$ cat src/rtl/cp0_pkg.sv
// Shared CP0 constants: register addresses, field positions, exception codes, FSM states.
package cp0_pkg;

  localparam logic [4:0] ADDR_SR    = 5'd12;
  localparam logic [4:0] ADDR_CAUSE = 5'd13;
  localparam logic [4:0] ADDR_EPC   = 5'd14;
  localparam logic [4:0] ADDR_PRID  = 5'd15;

  localparam int unsigned SR_IE_BIT     = 0;
  localparam int unsigned SR_EXL_BIT    = 1;
  localparam int unsigned SR_IM_LSB     = 10;
  localparam int unsigned SR_IM_MSB     = 15;
  localparam int unsigned CAUSE_EXC_LSB = 2;
  localparam int unsigned CAUSE_EXC_MSB = 6;
  localparam int unsigned CAUSE_IP_LSB  = 10;
  localparam int unsigned CAUSE_IP_MSB  = 15;
  localparam int unsigned CAUSE_BD_BIT  = 31;

  localparam logic [31:0] HANDLER_PC_DEFAULT = 32'h0000_4180;
  localparam logic [31:0] PRID_DEFAULT       = 32'h2023_0707;

  localparam logic [4:0] EXC_INT     = 5'd0;
  localparam logic [4:0] EXC_ADEL    = 5'd4;
  localparam logic [4:0] EXC_ADES    = 5'd5;
  localparam logic [4:0] EXC_SYSCALL = 5'd8;
  localparam logic [4:0] EXC_RI      = 5'd10;
  localparam logic [4:0] EXC_OV      = 5'd12;

  // The state encoding doubles as SR.EXL.
  typedef enum logic {
    StRun     = 1'b0,
    StHandler = 1'b1
  } cp0_state_e;

endpackage

$ cat src/rtl/cp0_ctrl.sv
// CP0 exception/interrupt controller: SR, Cause, EPC, PRId plus trap/eret redirect requests.
module cp0_ctrl
  import cp0_pkg::*;
#(
  parameter logic [31:0] HANDLER_PC = HANDLER_PC_DEFAULT,
  parameter logic [31:0] PRID_VAL   = PRID_DEFAULT
) (
  input  logic        clk,
  input  logic        reset,
  input  logic [4:0]  cp0_addr,
  input  logic        cp0_we,
  input  logic [31:0] cp0_wdata,
  output logic [31:0] cp0_rdata,
  input  logic [31:0] m_pc,
  input  logic        m_bd,
  input  logic [4:0]  m_exccode,
  input  logic [5:0]  hw_int,
  input  logic        m_eret,
  output logic        trap_req,
  output logic        eret_req,
  output logic [31:0] epc_out
);

  cp0_state_e  state_q, state_d;
  logic [5:0]  sr_im_q, sr_im_d;
  logic        sr_ie_q, sr_ie_d;
  logic        cause_bd_q, cause_bd_d;
  logic [5:0]  cause_ip_q, cause_ip_d;
  logic [4:0]  cause_exc_q, cause_exc_d;
  logic [31:0] epc_q, epc_d;

  logic        sr_exl;
  logic        int_take;
  logic        exc_take;
  logic [31:0] trap_epc;
  logic [31:0] sr_word;
  logic [31:0] cause_word;

  assign sr_exl   = (state_q == StHandler);
  assign int_take = (|(hw_int & sr_im_q)) & sr_ie_q & ~sr_exl;
  assign exc_take = (m_exccode != 5'd0) & ~sr_exl;
  assign trap_epc = m_bd ? (m_pc - 32'd4) : m_pc;
  assign epc_out  = epc_q;

  // Redirect requests; a trap in the same cycle masks eret, and reset masks both.
  always_comb begin
    trap_req = reset & (int_take | exc_take);
    eret_req = reset & m_eret & ~trap_req;
  end

  // Assemble architectural register images and the mfc0 read mux.
  always_comb begin
    sr_word                              = '0;
    sr_word[SR_IM_MSB:SR_IM_LSB]         = sr_im_q;
    sr_word[SR_EXL_BIT]                  = sr_exl;
    sr_word[SR_IE_BIT]                   = sr_ie_q;
    cause_word                           = '0;
    cause_word[CAUSE_BD_BIT]             = cause_bd_q;
    cause_word[CAUSE_IP_MSB:CAUSE_IP_LSB] = cause_ip_q;
    cause_word[CAUSE_EXC_MSB:CAUSE_EXC_LSB] = cause_exc_q;
    unique case (cp0_addr)
      ADDR_SR:    cp0_rdata = sr_word;
      ADDR_CAUSE: cp0_rdata = cause_word;
      ADDR_EPC:   cp0_rdata = epc_q;
      ADDR_PRID:  cp0_rdata = PRID_VAL;
      default:    cp0_rdata = '0;
    endcase
  end

  // Next-state: trap update beats mtc0; eret clears EXL after any SR write.
  always_comb begin
    state_d     = state_q;
    sr_im_d     = sr_im_q;
    sr_ie_d     = sr_ie_q;
    cause_bd_d  = cause_bd_q;
    cause_exc_d = cause_exc_q;
    epc_d       = epc_q;
    cause_ip_d  = hw_int;
    if (trap_req) begin
      state_d     = StHandler;
      cause_bd_d  = m_bd;
      cause_exc_d = int_take ? EXC_INT : m_exccode;
      epc_d       = {trap_epc[31:2], 2'b00};
    end else begin
      if (cp0_we) begin
        if (cp0_addr == ADDR_SR) begin
          sr_im_d = cp0_wdata[SR_IM_MSB:SR_IM_LSB];
          sr_ie_d = cp0_wdata[SR_IE_BIT];
          state_d = cp0_wdata[SR_EXL_BIT] ? StHandler : StRun;
        end else if (cp0_addr == ADDR_EPC) begin
          epc_d = {cp0_wdata[31:2], 2'b00};
        end
      end
      if (m_eret) begin
        state_d = StRun;
      end
    end
  end

  // State registers with synchronous active-low reset.
  always_ff @(posedge clk) begin
    if (!reset) begin
      state_q     <= StRun;
      sr_im_q     <= '0;
      sr_ie_q     <= 1'b0;
      cause_bd_q  <= 1'b0;
      cause_ip_q  <= '0;
      cause_exc_q <= '0;
      epc_q       <= '0;
    end else begin
      state_q     <= state_d;
      sr_im_q     <= sr_im_d;
      sr_ie_q     <= sr_ie_d;
      cause_bd_q  <= cause_bd_d;
      cause_ip_q  <= cause_ip_d;
      cause_exc_q <= cause_exc_d;
      epc_q       <= epc_d;
    end
  end

endmodule

$ cat config.mk
export PLATFORM = sky130hd
export DESIGN_NAME = cp0_ctrl
export DESIGN_NICKNAME = d
export VERILOG_FILES = /design/src/rtl/cp0_pkg.sv /design/src/rtl/cp0_ctrl.sv
export SDC_FILE = /design/constraint.sdc
export NUM_CORES = 1
export LEC_CHECK = 0
export CAP_MARGIN = 0
export CORE_ASPECT_RATIO = 0.6
export CORE_MARGIN = 5
export CORE_UTILIZATION = 55
export DETAILED_ROUTE_END_ITERATION = 10
export DONT_BUFFER_PORTS = 1
export HOLD_SLACK_MARGIN = 0.06
export PLACE_DENSITY = 0.78
export SLEW_MARGIN = 20
export SYNTH_ARGS = -nofsm -noshare
export SYNTH_HDL_FRONTEND = slang
export SYNTH_SLANG_ARGS = --single-unit
$ cat constraint.sdc
create_clock -name clk -period 1.9 [get_ports clk]
set_input_delay 0.19 -clock clk [delete_from_list [all_inputs] [get_ports clk]]
set_output_delay 0.19 -clock clk [all_outputs]
set_load 0.01 [all_outputs]
==> metrics.md, run 1 <==
| Metric | Value |
|---|---|
| Status | `complete, but fails checks` |
| Violated checks | `setup timing` |
| CTS tree | `yes` |
| RSZ-0062 raised after global routing | `true` |
| Final Max Slew Viols | `0` |
| Core Rows | `22` |
| Post-Place Setup Slack | `0.130 ns` |
| Fin Hold WS | `0.0756 ns` |
| Tmin final | `1.91 ns` |
| Die footprint | `7770 um^2` |
| P_leak | `1.97 nW` |
| Final critical-path share of the clock period | `100%` |
| Total Power | `2.32 mW` |
| Port bufs | `0` |
| Synth Area per Inst | `8.52 um^2` |
| Initial antenna violation count | `0` |
| Post-synth top area share | `30.0%` |
| Distinct cells, synth | `57` |
| CP max stage delay | `0.33 ns` |
| Hold/Removal Path Class | `input pin to flip-flop` |
| WP data required | `1.71 ns` |
| Yosys top cell by area | `dfxtp_1` |
| # H-tree levels | `2` |
| Fin area | `3800 um^2` |
| Final ANT Viol Nets | `0` |
| Inst Count DP | `459` |
| Post-synth EDFFs | `0` |
| Final WL | `9970 um` |
| Placed cell area | `3370 um^2` |
| Number of buffers created by CTS | `5` |
| Drt drc | `0` |
| Worst path cell trace | `a22o_1 -> o31ai_4 -> a21o_2 -> buf_6 -> inv_4 -> buf_8` |
| Layout Skew | `0.00783 ns` |
| Area occupied by multi-input gates | `2150 um^2` |
| Wire per inst | `20.1 um` |
| Synth Warn # | `0` |
| Root Buffer | `clkbuf_8` |
| Worst-skew pair later-pin latency | `0.31 ns` |
| Achievable Freq | `525 MHz` |
| Post-DP HPWL | `7140 um` |
| Post-Syn Area | `3330 um^2` |
| Worst Setup End Kind | `primary output` |
| Vias | `2,961` |
| PwrDens | `612 nW/um^2` |
| CP Data Arrival Time | `1.72 ns` |
| Setup TNS | `-0.00582 ns` |
| Die Y | `70.3 um` |
| Drt pass-1 iters | `5` |
| Syn Inst Count | `391` |
| Gp weighted congestion | `0.857` |
| Overflow after GRT | `0` |
| Max Cap Violations | `0` |
| Most common cell after layout, fill and taps aside | `nand2_1` |
| Setup WS post-layout | `-0.00582 ns` |
| Most area-consuming cells after synthesis | `dfxtp_1 30%, mux2i_1 13%, o211a_1 7.5%, nand2_1 7.2%, xor2_1 5.8%` |
| Top delay family on crit path | `compound AO/OA/AOI/OAI gates` |
| Sequential cell area | `1000 um^2` |
| Die width | `110 um` |
| Slowest library cell on the worst path | `dfxtp_2` |
| Longest Clk Path Bufs | `2` |
| First-pass GRT wire length | `15,400 um` |
| Startpoint type of the worst setup path | `flip-flop` |
| Final Hold Vio Count | `0` |
| Buf+Inv Stages, Crit Path | `3` |
| Area grow syn2layout | `14.0%` |
| Post-synth top flop | `dfxtp_1` |
| Register bit total from synthesis | `50` |
| Vias per inst | `5.97` |
| FILL cells | `559` |
| Post-synthesis sequential area ratio | `30.0%` |
| Layout cells sized above 1 | `12.6%` |
| Clock-pin slew on the worst setup and hold paths | `0.10 ns` |
| Final #Nets | `497` |
| Initial Util | `55.5%` |
| Pin count of the biggest net entering global routing | `54` |
| Most frequent cells in the layout | `64 x nand2_1, 47 x dfxtp_1, 44 x mux2i_1` |
| Final setup fails | `1` |
| Layout Utilization | `63.3%` |
| Top-level I/O count | `151` |
| DRT iter0 DRCs | `231` |
| Max VDD drop | `0.000317 V` |
| Ant. Diodes | `0` |
| WS Path Type | `flip-flop to primary output` |
| Sink Count | `50` |
| Async S/R FF share, synth | `0%` |
| Worst-path fanout max | `7` |
| Layout Cells excl Fill | `496` |
| Total GRT Usage | `24.4%` |
| Vias in the first global route | `2,938` |
| Core ar. | `6000 um^2` |
-- area by class of cell --
cell class                 instances  share of cell area [%]
timing repair buffer              41                    11.4
sequential                        50                    26.4
inverter                           5                   0.560
clock buffer                       5                    1.81
tap                               84                    2.77
clock inverter                     3                   0.560
multi-input combinational        308                    56.5
-- report_power, final --
part	total [mW]	switching, mW	internal [mW]
combinational	0.442	0.219	0.223
sequential	1.24	0.104	1.13
clock	0.644	0.384	0.260
total	2.32	0.707	1.62
-- metal layers --
metal / wire length (um) / share of wire [%] / track usage, %
met3: 1100 / 11 / 9.52
met1: 4180 / 42 / 30.9
met2: 4600 / 46 / 39.4
met5: 0 / 0 / 0
met4: 87 / 0.87 / 5.46
-- registers in the layout, summed over array words and instances (netlist names) --
register / flops
epc_out: 30
cause_ip_q: 6
sr_exl: 1
cause_exc_q: 5
cause_bd_q: 1
sr_ie_q: 1
sr_im_q: 6
-- timing repair --
action | in CTS | in global routing
pin swaps | 3 | 3
endpoints found under the setup margin | 2 | 5
gates resized for setup | 6 | 5
hold buffers | 23 | 0
endpoints found under the hold margin | 50 | 0
buffers inserted | 3 | 3
-- synthesized netlist by cell type, types with 3 or more instances --
cell,n
buf_2,7
nor4_1,8
xnor2_1,6
nor2_1,40
a21oi_1,8
o211a_1,25
nand3_1,8
clkbuf_8,3
nand2_1,64
xor2_1,22
a22o_1,3
nor3_2,4
and3_1,17
a22oi_1,5
o21ai_1,5
mux2i_1,44
clkbuf_1,10
inv_1,4
dfxtp_1,50
buf_4,5
nor3_1,5
and2_1,6
-- cell families (layout without fill, tap and decap cells) --
| group | Yosys count | in the layout | share of synthesized area, % |
|---|---|---|---|
| multiplexers | 44 | 44 | 13.2 |
| adder cells (fa/ha/maj) | 1 | 1 | 0.375 |
| other | 1 | 2 | 0.113 |
| AND/OR/NAND/NOR | 179 | 179 | 29.2 |
| AO/OA/AOI/OAI | 54 | 54 | 13.3 |
| buffers and inverters | 34 | 54 | 6.35 |
| flip-flops | 50 | 50 | 30.0 |
| XOR/XNOR | 28 | 28 | 7.36 |
-- path summary, 6_finish.rpt --
| check | startpoint | end | slack (ns) | cells past startpoint |
|---|---|---|---|---|
| hold reg to reg | cause_exc_q[3] | cause_exc_q[3] | 0.46 | 2 |
| setup / recovery | sr_im_q[1] | trap_req | -0.006 | 6 |
| setup reg to reg | sr_im_q[1] | sr_im_q[5] | 0.08 | 8 |
| hold / removal | m_eret | sr_exl | 0.08 | 2 |
(Power assumes the default switching activity.)
==> inputs of run 2 (changes only) <==
--- a/config.mk
+++ b/config.mk
@@ -5,6 +5,7 @@
 export SDC_FILE = /design/constraint.sdc
 export NUM_CORES = 1
 export LEC_CHECK = 0
+export ABC_AREA = 0
 export CAP_MARGIN = 0
 export CORE_ASPECT_RATIO = 0.6
 export CORE_MARGIN = 5
==> results of run 2 <==
Final layout, timing and power as in run 1 (identical DEF).
==> inputs of run 3 (changes only) <==
--- a/config.mk
+++ b/config.mk
@@ -6,7 +6,7 @@
 export NUM_CORES = 1
 export LEC_CHECK = 0
 export ABC_AREA = 0
-export CAP_MARGIN = 0
+export CAP_MARGIN = 20
 export CORE_ASPECT_RATIO = 0.6
 export CORE_MARGIN = 5
 export CORE_UTILIZATION = 55
==> results of run 3 <==
Final layout, timing and power as in run 1 (identical DEF).
